==> src/rtl/fetch_stage_if.sv <==
// Bundles the instruction-memory port and the fetch/decode-facing signals of fetch_stage.
// The slave modport is the fetch stage itself; the master side is whoever surrounds it.
interface fetch_stage_if #(
   parameter int PC_W = 16
);
   logic [PC_W-1:0] imem_addr;
   logic [15:0]     imem_rdata;
   logic            stall;
   logic            branch_taken;
   logic [PC_W-1:0] branch_target;
   logic [15:0]     COMMAND;
   logic [15:0]     BeforeCOMMAND;
   logic [15:0]     TwoBeforeCOMMAND;
   logic [PC_W-1:0] cmd_pc;
   logic            halted;

   modport slave (
      output imem_addr,
      input  imem_rdata,
      input  stall,
      input  branch_taken,
      input  branch_target,
      output COMMAND,
      output BeforeCOMMAND,
      output TwoBeforeCOMMAND,
      output cmd_pc,
      output halted
   );

   modport master (
      input  imem_addr,
      output imem_rdata,
      output stall,
      output branch_taken,
      output branch_target,
      input  COMMAND,
      input  BeforeCOMMAND,
      input  TwoBeforeCOMMAND,
      input  cmd_pc,
      input  halted
   );
endinterface

==> src/rtl/fetch_stage.sv <==
// Instruction fetch with two-deep issue history for the decoder's forwarding logic.
// Handles branch redirect (two bubbles), stall with in-flight re-read, and a sticky HALT.
module fetch_stage #(
   parameter int              PC_W      = 16,
   parameter logic [PC_W-1:0] RESET_PC  = '0,
   parameter logic [15:0]     NOP_WORD  = 16'hC0F0,
   parameter logic [15:0]     HALT_WORD = 16'hC0FF
) (
   input logic          clk,
   input logic          rst_n,
   fetch_stage_if.slave bus
);

   typedef enum logic {S_RUN, S_HALT} state_t;

   state_t          r_state,  w_state_nxt;
   logic [PC_W-1:0] r_pc,     w_pc_nxt;
   logic [PC_W-1:0] r_rd_pc,  w_rd_pc_nxt;
   logic [PC_W-1:0] r_cmd_pc, w_cmd_pc_nxt;
   logic            r_fv,     w_fv_nxt;
   logic            r_halted, w_halted_nxt;
   logic [15:0]     r_cmd,    w_cmd_nxt;
   logic [15:0]     r_before, w_before_nxt;
   logic [15:0]     r_two,    w_two_nxt;
   logic [15:0]     w_load;

   // A stall re-issues the in-flight address so imem_rdata still holds that word next cycle.
   assign bus.imem_addr = (r_state == S_RUN && bus.stall && !bus.branch_taken) ? r_rd_pc : r_pc;

   assign bus.COMMAND          = r_cmd;
   assign bus.BeforeCOMMAND    = r_before;
   assign bus.TwoBeforeCOMMAND = r_two;
   assign bus.cmd_pc           = r_cmd_pc;
   assign bus.halted           = r_halted;

   always_ff @(posedge clk or negedge rst_n) begin
      if (!rst_n) begin
         r_state  <= S_RUN;
         r_pc     <= RESET_PC;
         r_rd_pc  <= RESET_PC;
         r_cmd_pc <= '0;
         r_fv     <= 1'b0;
         r_halted <= 1'b0;
         r_cmd    <= NOP_WORD;
         r_before <= NOP_WORD;
         r_two    <= NOP_WORD;
      end else begin
         r_state  <= w_state_nxt;
         r_pc     <= w_pc_nxt;
         r_rd_pc  <= w_rd_pc_nxt;
         r_cmd_pc <= w_cmd_pc_nxt;
         r_fv     <= w_fv_nxt;
         r_halted <= w_halted_nxt;
         r_cmd    <= w_cmd_nxt;
         r_before <= w_before_nxt;
         r_two    <= w_two_nxt;
      end
   end

   always_comb begin
      w_state_nxt  = r_state;
      w_pc_nxt     = r_pc;
      w_rd_pc_nxt  = r_rd_pc;
      w_cmd_pc_nxt = r_cmd_pc;
      w_fv_nxt     = r_fv;
      w_halted_nxt = r_halted;
      w_cmd_nxt    = r_cmd;
      w_before_nxt = r_before;
      w_two_nxt    = r_two;
      w_load       = r_fv ? bus.imem_rdata : NOP_WORD;

      case (r_state)
         S_RUN: begin
            if (bus.branch_taken) begin
               // Squash the in-flight word; the refetch from the target costs one more bubble.
               w_pc_nxt     = bus.branch_target;
               w_rd_pc_nxt  = bus.branch_target;
               w_fv_nxt     = 1'b0;
               w_cmd_nxt    = NOP_WORD;
               w_before_nxt = r_cmd;
               w_two_nxt    = r_before;
               w_cmd_pc_nxt = r_rd_pc;
            end else if (!bus.stall) begin
               w_pc_nxt     = r_pc + 1'b1;
               w_rd_pc_nxt  = r_pc;
               w_fv_nxt     = 1'b1;
               w_cmd_nxt    = w_load;
               w_before_nxt = r_cmd;
               w_two_nxt    = r_before;
               w_cmd_pc_nxt = r_rd_pc;
               if (w_load == HALT_WORD) begin
                  w_state_nxt  = S_HALT;
                  w_halted_nxt = 1'b1;
               end
            end
         end
         S_HALT: begin
            w_cmd_nxt    = NOP_WORD;
            w_before_nxt = r_cmd;
            w_two_nxt    = r_before;
         end
         default: w_state_nxt = S_RUN;
      endcase
   end

endmodule

==> src/flat_wrapper.sv <==
// flat-port wrapper written by rule: the top's interface ports become plain ports
module fetch_stage_flat 
#(
   parameter int              PC_W      = 16,
   parameter logic [PC_W-1:0] RESET_PC  = '0,
   parameter logic [15:0]     NOP_WORD  = 16'hC0F0,
   parameter logic [15:0]     HALT_WORD = 16'hC0FF
)
  (clk, rst_n, bus_imem_addr, bus_imem_rdata, bus_stall, bus_branch_taken, bus_branch_target, bus_COMMAND, bus_BeforeCOMMAND, bus_TwoBeforeCOMMAND, bus_cmd_pc, bus_halted);
  fetch_stage_if #(.PC_W(PC_W)) bus_i ();
  input logic clk;
  input logic rst_n;
  output wire logic [$bits(bus_i.imem_addr)-1:0] bus_imem_addr;
  input wire logic [$bits(bus_i.imem_rdata)-1:0] bus_imem_rdata;
  input wire logic [$bits(bus_i.stall)-1:0] bus_stall;
  input wire logic [$bits(bus_i.branch_taken)-1:0] bus_branch_taken;
  input wire logic [$bits(bus_i.branch_target)-1:0] bus_branch_target;
  output wire logic [$bits(bus_i.COMMAND)-1:0] bus_COMMAND;
  output wire logic [$bits(bus_i.BeforeCOMMAND)-1:0] bus_BeforeCOMMAND;
  output wire logic [$bits(bus_i.TwoBeforeCOMMAND)-1:0] bus_TwoBeforeCOMMAND;
  output wire logic [$bits(bus_i.cmd_pc)-1:0] bus_cmd_pc;
  output wire logic [$bits(bus_i.halted)-1:0] bus_halted;
  assign bus_imem_addr = bus_i.imem_addr;
  assign bus_i.imem_rdata = bus_imem_rdata;
  assign bus_i.stall = bus_stall;
  assign bus_i.branch_taken = bus_branch_taken;
  assign bus_i.branch_target = bus_branch_target;
  assign bus_COMMAND = bus_i.COMMAND;
  assign bus_BeforeCOMMAND = bus_i.BeforeCOMMAND;
  assign bus_TwoBeforeCOMMAND = bus_i.TwoBeforeCOMMAND;
  assign bus_cmd_pc = bus_i.cmd_pc;
  assign bus_halted = bus_i.halted;
  fetch_stage #(.PC_W(PC_W), .RESET_PC(RESET_PC), .NOP_WORD(NOP_WORD), .HALT_WORD(HALT_WORD)) u_core (.clk(clk), .rst_n(rst_n), .bus(bus_i));
endmodule
==> config.mk <==
export PLATFORM = sky130hd
export DESIGN_NAME = fetch_stage_flat
export DESIGN_NICKNAME = d
export VERILOG_FILES = /design/src/rtl/fetch_stage_if.sv /design/src/rtl/fetch_stage.sv /design/src/flat_wrapper.sv
export SDC_FILE = /design/constraint.sdc
export NUM_CORES = 1
export LEC_CHECK = 0
export ABC_CLOCK_PERIOD_IN_PS = 1750
export CAP_MARGIN = 20
export CORE_MARGIN = 2
export CORE_UTILIZATION = 35
export DETAILED_ROUTE_END_ITERATION = 12
export GPL_TIMING_DRIVEN = 0
export PLACE_DENSITY_LB_ADDON = 0.08
export SYNTH_ARGS = -nofsm -noshare
export SYNTH_HDL_FRONTEND = slang
export SYNTH_SLANG_ARGS = --single-unit
==> constraint.sdc <==
create_clock -name clk -period 1.75 [get_ports clk]
set_input_delay 0.175 -clock clk [delete_from_list [all_inputs] [get_ports clk]]
set_output_delay 0.175 -clock clk [all_outputs]
set_load 0.03 [all_outputs]
==> flow_summary.toml <==
[critical_path]
path_cells = "nor3_4 -> buf_12 -> clkbuf_16 -> buf_6 -> o21ai_2 -> buf_6"
start_kind = "flop"
crit_top_cell = "buf_6"
slowest_stage = "dfrtp_2"
reg2regPathDepth = 6
cpPeakStageDelay_ps = 460
timing.rr.start = "u_core.r_pc[0]$_DFFE_PN0P_"
cp-end-kind = "output port"
path_max_fanout = 6
critPathArrivalTime_ps = 1620
required_ps = 1570
timing.rr.end = "u_core.r_pc[12]$_DFFE_PN0P_"
ff2ff_setup_slack_ps = 70
critical_path_class = "flop to output port"

[cts]
cts_buffer_depth = 2
clock_sinks = 99
cts.clk_slew.worst_paths_ps = 70
numCtsBuffers = 9
h-tree-depth = 3
ctsRootBufferMaster = "clkbuf_16"
cts_tree = "built"
clkLatencyLatePin_ps = 350

[finish]
mostFrequentLayoutCells = "nand2_1, clkdlybuf4s50_1, dfrtp_1"
area_growth_pct = 44.8
final_common_cell = "nand2_1"
fin_nets = 688
num_antenna_cells = 0
drive_gt1_share_pct = 17.2
final_cells = 828
nFillCells = 1216

[logic_synthesis]
syn_inst = 508
ys_seq_elements = 99
syn_nets = 545
syn-cell-area_um2 = 4500
yosysUniqueCellTypes = 43
synth_edf_count = 0
syn_area_per_cell_um2 = 8.85
synth.yosys.seq_area_share_pct = 55.6
async_flop_share_pct = 100
synth_warnings = 0
synthFlopType = "dfrtp_1"

[global_routing]
grt_overflow = 0
grt_pass1_wl_um = 22600
track_usage_pct = 20.8
grt_pass1_vias = 4193
grt_max_degree = 62
antenna_found_initial = 0

[run_status]
status = "finished, violations left"
violations = "negative setup slack"

[route]
ant_nets = 0
drtPass1Iterations = 4
vias = 4142
drc = 0
drtIter0Drc = 229
routedWlPerCell_um = 17.0
wl_um = 14100
viasPerCell = 5.00

[placement]
hpwl_um = 9730
placedCellCount = 797
numPortBuffers = 116
place_congestion = 0.874
dp_slack_ps = -1200

[sta]
drv_slew = 0
slew_headroom_pct = 62.2
min_period_ps = 1800
fin_ws_ps = -48.6
rsz0062_at_grt = "yes"
worstMarginPinSlew_ps = 567
hold_viol_final = 0
fmaxAchievable_mhz = 556
finClkSkew_ps = 10.4
setup-violations-final = 8
period_share_pct = 103

[worst_hold_path]
hold_class = "primary input to flop"
hold_depth = 4
hold_start = "bus_stall"
holdPathEnd = "u_core.r_fv$_DFFE_PN0P_"

[die]
initial_core_util_pct = 35.8
dieArea_um2 = 13800
die_h_um = 117
core_um2 = 12600
die_x_um = 117
pin_count = 117
row_count = 41

[run]
drv_cap = 0

[power]
power.density_nw_per_um2 = 988
peakVddDrop_mv = 0.406
power.leakage_nw = 3.00
logic make-up (layout without fill, tap and decap cells):
kind of cell / after synthesis / after routing / synth area share (%)
and+or+nand+nor: 273 / 273 / 25.6
DFF: 99 / 99 / 55.6
AOI/OAI and AO/OA: 87 / 87 / 12.5
buffers and inverters: 36 / 184 / 3.34
muxes: 12 / 12 / 2.70
adders and majority gates: 1 / 1 / 0.278
timing repair:
action | 4_1_cts | 5_1_grt
endpoints found under the hold margin | 30 | 0
cloned | 2 | 0
setup buffers | 7 | 5
gates resized for setup | 147 | 49
endpoints found under the setup margin | 63 | 41
pin swaps | 2 | 6
hold buffers | 1 | 0
worst max-delay path by stage:
stage,from,cells after the start,end,slack [ps]
finish,u_core.r_state$_DFF_PN0_,6,bus_imem_addr[7],-50
global route,u_core.r_state$_DFF_PN0_,6,bus_imem_addr[12],-110
CTS,u_core.r_state$_DFF_PN0_,6,bus_imem_addr[7],-30
detailed placement,bus_stall,7,bus_imem_addr[7],-1200
global placement,rst_n,1,u_core.bus.cmd_pc[2]$_DFFE_PN0P_,-3380
floorplan,u_core.r_pc[0]$_DFFE_PN0P_,5,u_core.r_pc[14]$_DFFE_PN0P_,10
metal layers:
metal	vias to the layer above	track usage [%]	wire length [um]
li1	1998	-	-
met1	2028	29.3	6650
met2	100	32.3	6650
met3	16	3.16	506
met4	0	8.13	270
met5	-	0	0
synth_stat cells, types with 6 or more instances:
cell	count	area, um^2
dfstp_2	18	473
nand2_1	217	815
nor4_1	6	37.5
buf_2	11	55.1
a22o_1	10	87.6
o22a_1	6	52.6
a31oi_1	6	37.5
nor2_1	14	52.6
a21oi_1	20	100
nand3_1	8	40.0
dfrtp_1	81	2030
mux2i_1	11	110
o21ai_0	27	135
clkbuf_1	17	63.8
worst max-delay path: cells and delay by family (launching register included):
| family | cells | cell delay, ps |
|---|---|---|
| AO/OA/AOI/OAI | 1 | 60 |
| buffers and inverters | 4 | 540 |
| AND/OR/NAND/NOR | 1 | 210 |
| flip-flops | 1 | 460 |
sequential cells by signal, indices dropped and copies added (netlist names):
name                         count
u_core.bus.COMMAND              16
u_core.bus.BeforeCOMMAND        16
u_core.r_fv                      1
u_core.r_rd_pc                  16
u_core.bus.cmd_pc               16
u_core.bus.halted                1
u_core.r_state                   1
u_core.bus.TwoBeforeCOMMAND     16
u_core.r_pc                     16
per-stage QoR:
step,TNS [ps],power [mW],area [um^2],hold slack [ps],util (%)
4_1_cts,-35.3,6.40,6340,369,50.5
6_report,-227,6.43,6510,260,51.8
3_3_place_gp,-362400,4.29,5870,442,46.7
3_5_place_dp,-50700,4.31,5900,209,46.9
5_1_grt,-1330,6.73,6510,325,51.8
2_1_floorplan,0,3.60,4500,-121,-
cell type report:
type	instances	area [um^2]	share of cell area (%)
Sequential cell	99	2500	38.4
Multi-Input combinational cell	373	1940	29.8
Timing Repair Buffer	132	1320	20.3
Clock buffer	11	243	3.73
Tap cell	172	215	3.31
Buffer	31	210	3.23
Clock inverter	5	60.1	0.923
Inverter	5	18.8	0.288
power by group:
| group | switching (mW) | leakage [nW] | internal (mW) |
|---|---|---|---|
| clock | 0.890 | 0.146 | 1.15 |
| combinational | 0.978 | 1.64 | 0.671 |
| sequential | 0.193 | 1.21 | 2.55 |
Power figures use the tool's default switching activity.
==> patch: new RTL, config.mk and constraints unchanged <==
`PC_W` is set to 16 in 3 places; all go to 24.
--- a/src/rtl/fetch_stage_if.sv
+++ b/src/rtl/fetch_stage_if.sv
@@ -2,5 +2,5 @@
 // The slave modport is the fetch stage itself; the master side is whoever surrounds it.
 interface fetch_stage_if #(
-   parameter int PC_W = 16
+   parameter int PC_W = 24
 );
    logic [PC_W-1:0] imem_addr;
--- a/src/rtl/fetch_stage.sv
+++ b/src/rtl/fetch_stage.sv
@@ -2,5 +2,5 @@
 // Handles branch redirect (two bubbles), stall with in-flight re-read, and a sticky HALT.
 module fetch_stage #(
-   parameter int              PC_W      = 16,
+   parameter int              PC_W      = 24,
    parameter logic [PC_W-1:0] RESET_PC  = '0,
    parameter logic [15:0]     NOP_WORD  = 16'hC0F0,
--- a/src/flat_wrapper.sv
+++ b/src/flat_wrapper.sv
@@ -2,5 +2,5 @@
 module fetch_stage_flat 
 #(
-   parameter int              PC_W      = 16,
+   parameter int              PC_W      = 24,
    parameter logic [PC_W-1:0] RESET_PC  = '0,
    parameter logic [15:0]     NOP_WORD  = 16'hC0F0,
Ports: changed (resized bus_branch_target, bus_cmd_pc and bus_imem_addr); port bits go from 117 to 141. No check against the original RTL was run, so the function may have changed too.
==> patch against the original RTL <==
Worst setup slack got worse by 0.10 ns. Maximum frequency decreased by 5.5%. The run still ends with setup timing left. Routed wire length increased by 37%. Cell area increased by 33%. Combinational power increased by 16%. Area after synthesis increased by 29%. Sequential share of layout area decreased by 2.6 points. Sequential cell count increased by 24. Critical path depth increased by 1. Highest routed layer unchanged. Total power increased by 34%.
==> patch: results (changes against the original RTL) <==
* Final Skew at 0.00718 ns (-0.00319 ns)
* Initial drt markers at 380 (+66%)
* Fin Setup TNS at -2.60 ns (-2.37 ns)
* Violated checks: setup timing
* WL/cell at 17.8 um (+4.4%)
* Largest net degree at the start of global routing at 78 (+26%)
* Via count at 5577 (+35%)
* Setup-violating endpoint count in the final report at 24 (+16)
* Final WS setup at -0.153 ns (-0.104 ns)
* Worst Max-Slew Pin Slew at 0.622 ns (+0.0543 ns)
* Worst Path Arrival at 1.73 ns (+0.11 ns)
* Filler instances at 1568 (+29%)
* Leak at 0.00402 uW (+34%)
* Worst min-delay path class: input port to async pin
* Vias in the first global route at 5456 (+30%)
* Num rows at 47 (+15%)
* Routability cong. at 0.893 (+2.3%)
* Worst slack, placed at -1.26 ns (-0.0644 ns)
* Syn nets at 715 (+31%)
* Final #Nets at 896 (+30%)
* Layout cells sized above 1 at 23.1% (+5.8 points)
* Global-route wire length before repair at 30500 um (+35%)
* Worst vdd ir at 726 uV (+79%)
* Synth area leaders: dfrtp_1 45%, nand2_1 18%, dfstp_2 8.2%
* Worst skew pair latency at 0.42 ns (+0.07 ns)
* Port Buffers at 140 (+21%)
* Top post-synthesis cells by count: 278 x nand2_1, 105 x dfrtp_1, 27 x nor2_1
* Status: complete, but fails checks
* Post-synthesis sequential area ratio at 53.6% (-2.1 points)
* Post-DP HPWL at 13400 um (+37%)
* TritonCTS Buffers at 17 (+8)
* First-pass DRT Iterations at 5 (+1)
* H-tree depth at 4 (+1)
* Total GRT Usage at 22.2% (+1.4 points)
==> patch: cell types whose count changed in the layout (fill, tap and decap cells not counted), moves of 9 or more <==
cell and change:
buf_6 +15, nor2_1 +12, nand2_4 +14, nand2_2 +20, clkbuf_16 +9, buf_4 +10, dfrtp_1 +20, clkdlybuf4s50_1 +13
nand2_1 +27, a22oi_1 +14
==> patch: kinds of logic (layout without fill, tap and decap cells) <==
group | after synthesis | count (layout) | synth area share, %
buffers and inverters | 52 | 245 | 3.98
flip-flops | 123 | 123 | 53.6
multiplexers | 5 | 5 | 0.865
AND/OR/NAND/NOR | 365 | 365 | 27.1
AO/OA/AOI/OAI | 124 | 124 | 14.2
adder cells (fa/ha/maj) | 1 | 1 | 0.216
==> patch: repair_timing <==
item,CTS,global route
resized for setup,244,83
buffers inserted,12,8
hold buffers,1,0
endpoints found under the setup margin,112,59
gates cloned,1,1
hold endpoints to repair,36,0
pin swaps,11,36
==> patch: per-layer routing <==
layer | share of wire (%) | vias to the layer above | global-route usage, % | routed length, um
met3 | 5.7 | 32 | 5.10 | 1100
li1 | - | 2649 | - | -
met5 | 0 | - | 0 | 0
met4 | 2.0 | 0 | 8.36 | 377
met1 | 45 | 2702 | 30.3 | 8710
met2 | 47 | 194 | 34.7 | 9050
==> patch: path summary, 6_finish.rpt <==
| check | endpoint | slack [ns] |
|---|---|---|
| worst min register to register | u_core.bus.halted | 0.45 |
| worst max register to register | u_core.bus.COMMAND[1] | 0.02 |
| max in group asynchronous | u_core.bus.COMMAND[15] | 0.72 |
| worst max-delay path | bus_imem_addr[18] | -0.15 |
| min in group clk | u_core.r_pc[0] | 0.31 |
| worst min-delay path | u_core.bus.cmd_pc[8] | 0.25 |
==> patch: stage by stage <==
step / cells / hold WS [ns] / cell area, sq um
floorplan: 670 / -0.121 / 5790
detailed placement: 1031 / 0.141 / 7490
global placement: 1030 / 0.440 / 7470
finish: 1083 / 0.251 / 8670
global route: 1083 / 0.299 / 8670
CTS: 1074 / 0.268 / 8330
==> patch: cell type report <==
cell class | instances | area [sq um] | area share [%]
sequential | 123 | 3110 | 35.8
multi-input combinational | 495 | 2730 | 31.5
timing repair buffer | 164 | 1670 | 19.2
clock buffer | 23 | 478 | 5.51
buffer | 46 | 328 | 3.78
tap | 220 | 275 | 3.17
clock inverter | 8 | 70.1 | 0.808
inverter | 4 | 18.8 | 0.216
==> patch: power by group <==
group	switching [uW]	internal (uW)	total, uW
Sequential	242	3130	3370
Combinational	1120	797	1920
Clock	1260	2040	3300
==> patch: critical path, stage by stage, from the launching register on <==
cell and delay (ns):
dfrtp_1 0.41, nor2_4 0.14, and2_4 0.19, buf_12 0.14
clkbuf_16 0.17, nand2_4 0.04, nand2_2 0.07, buf_6 0.13
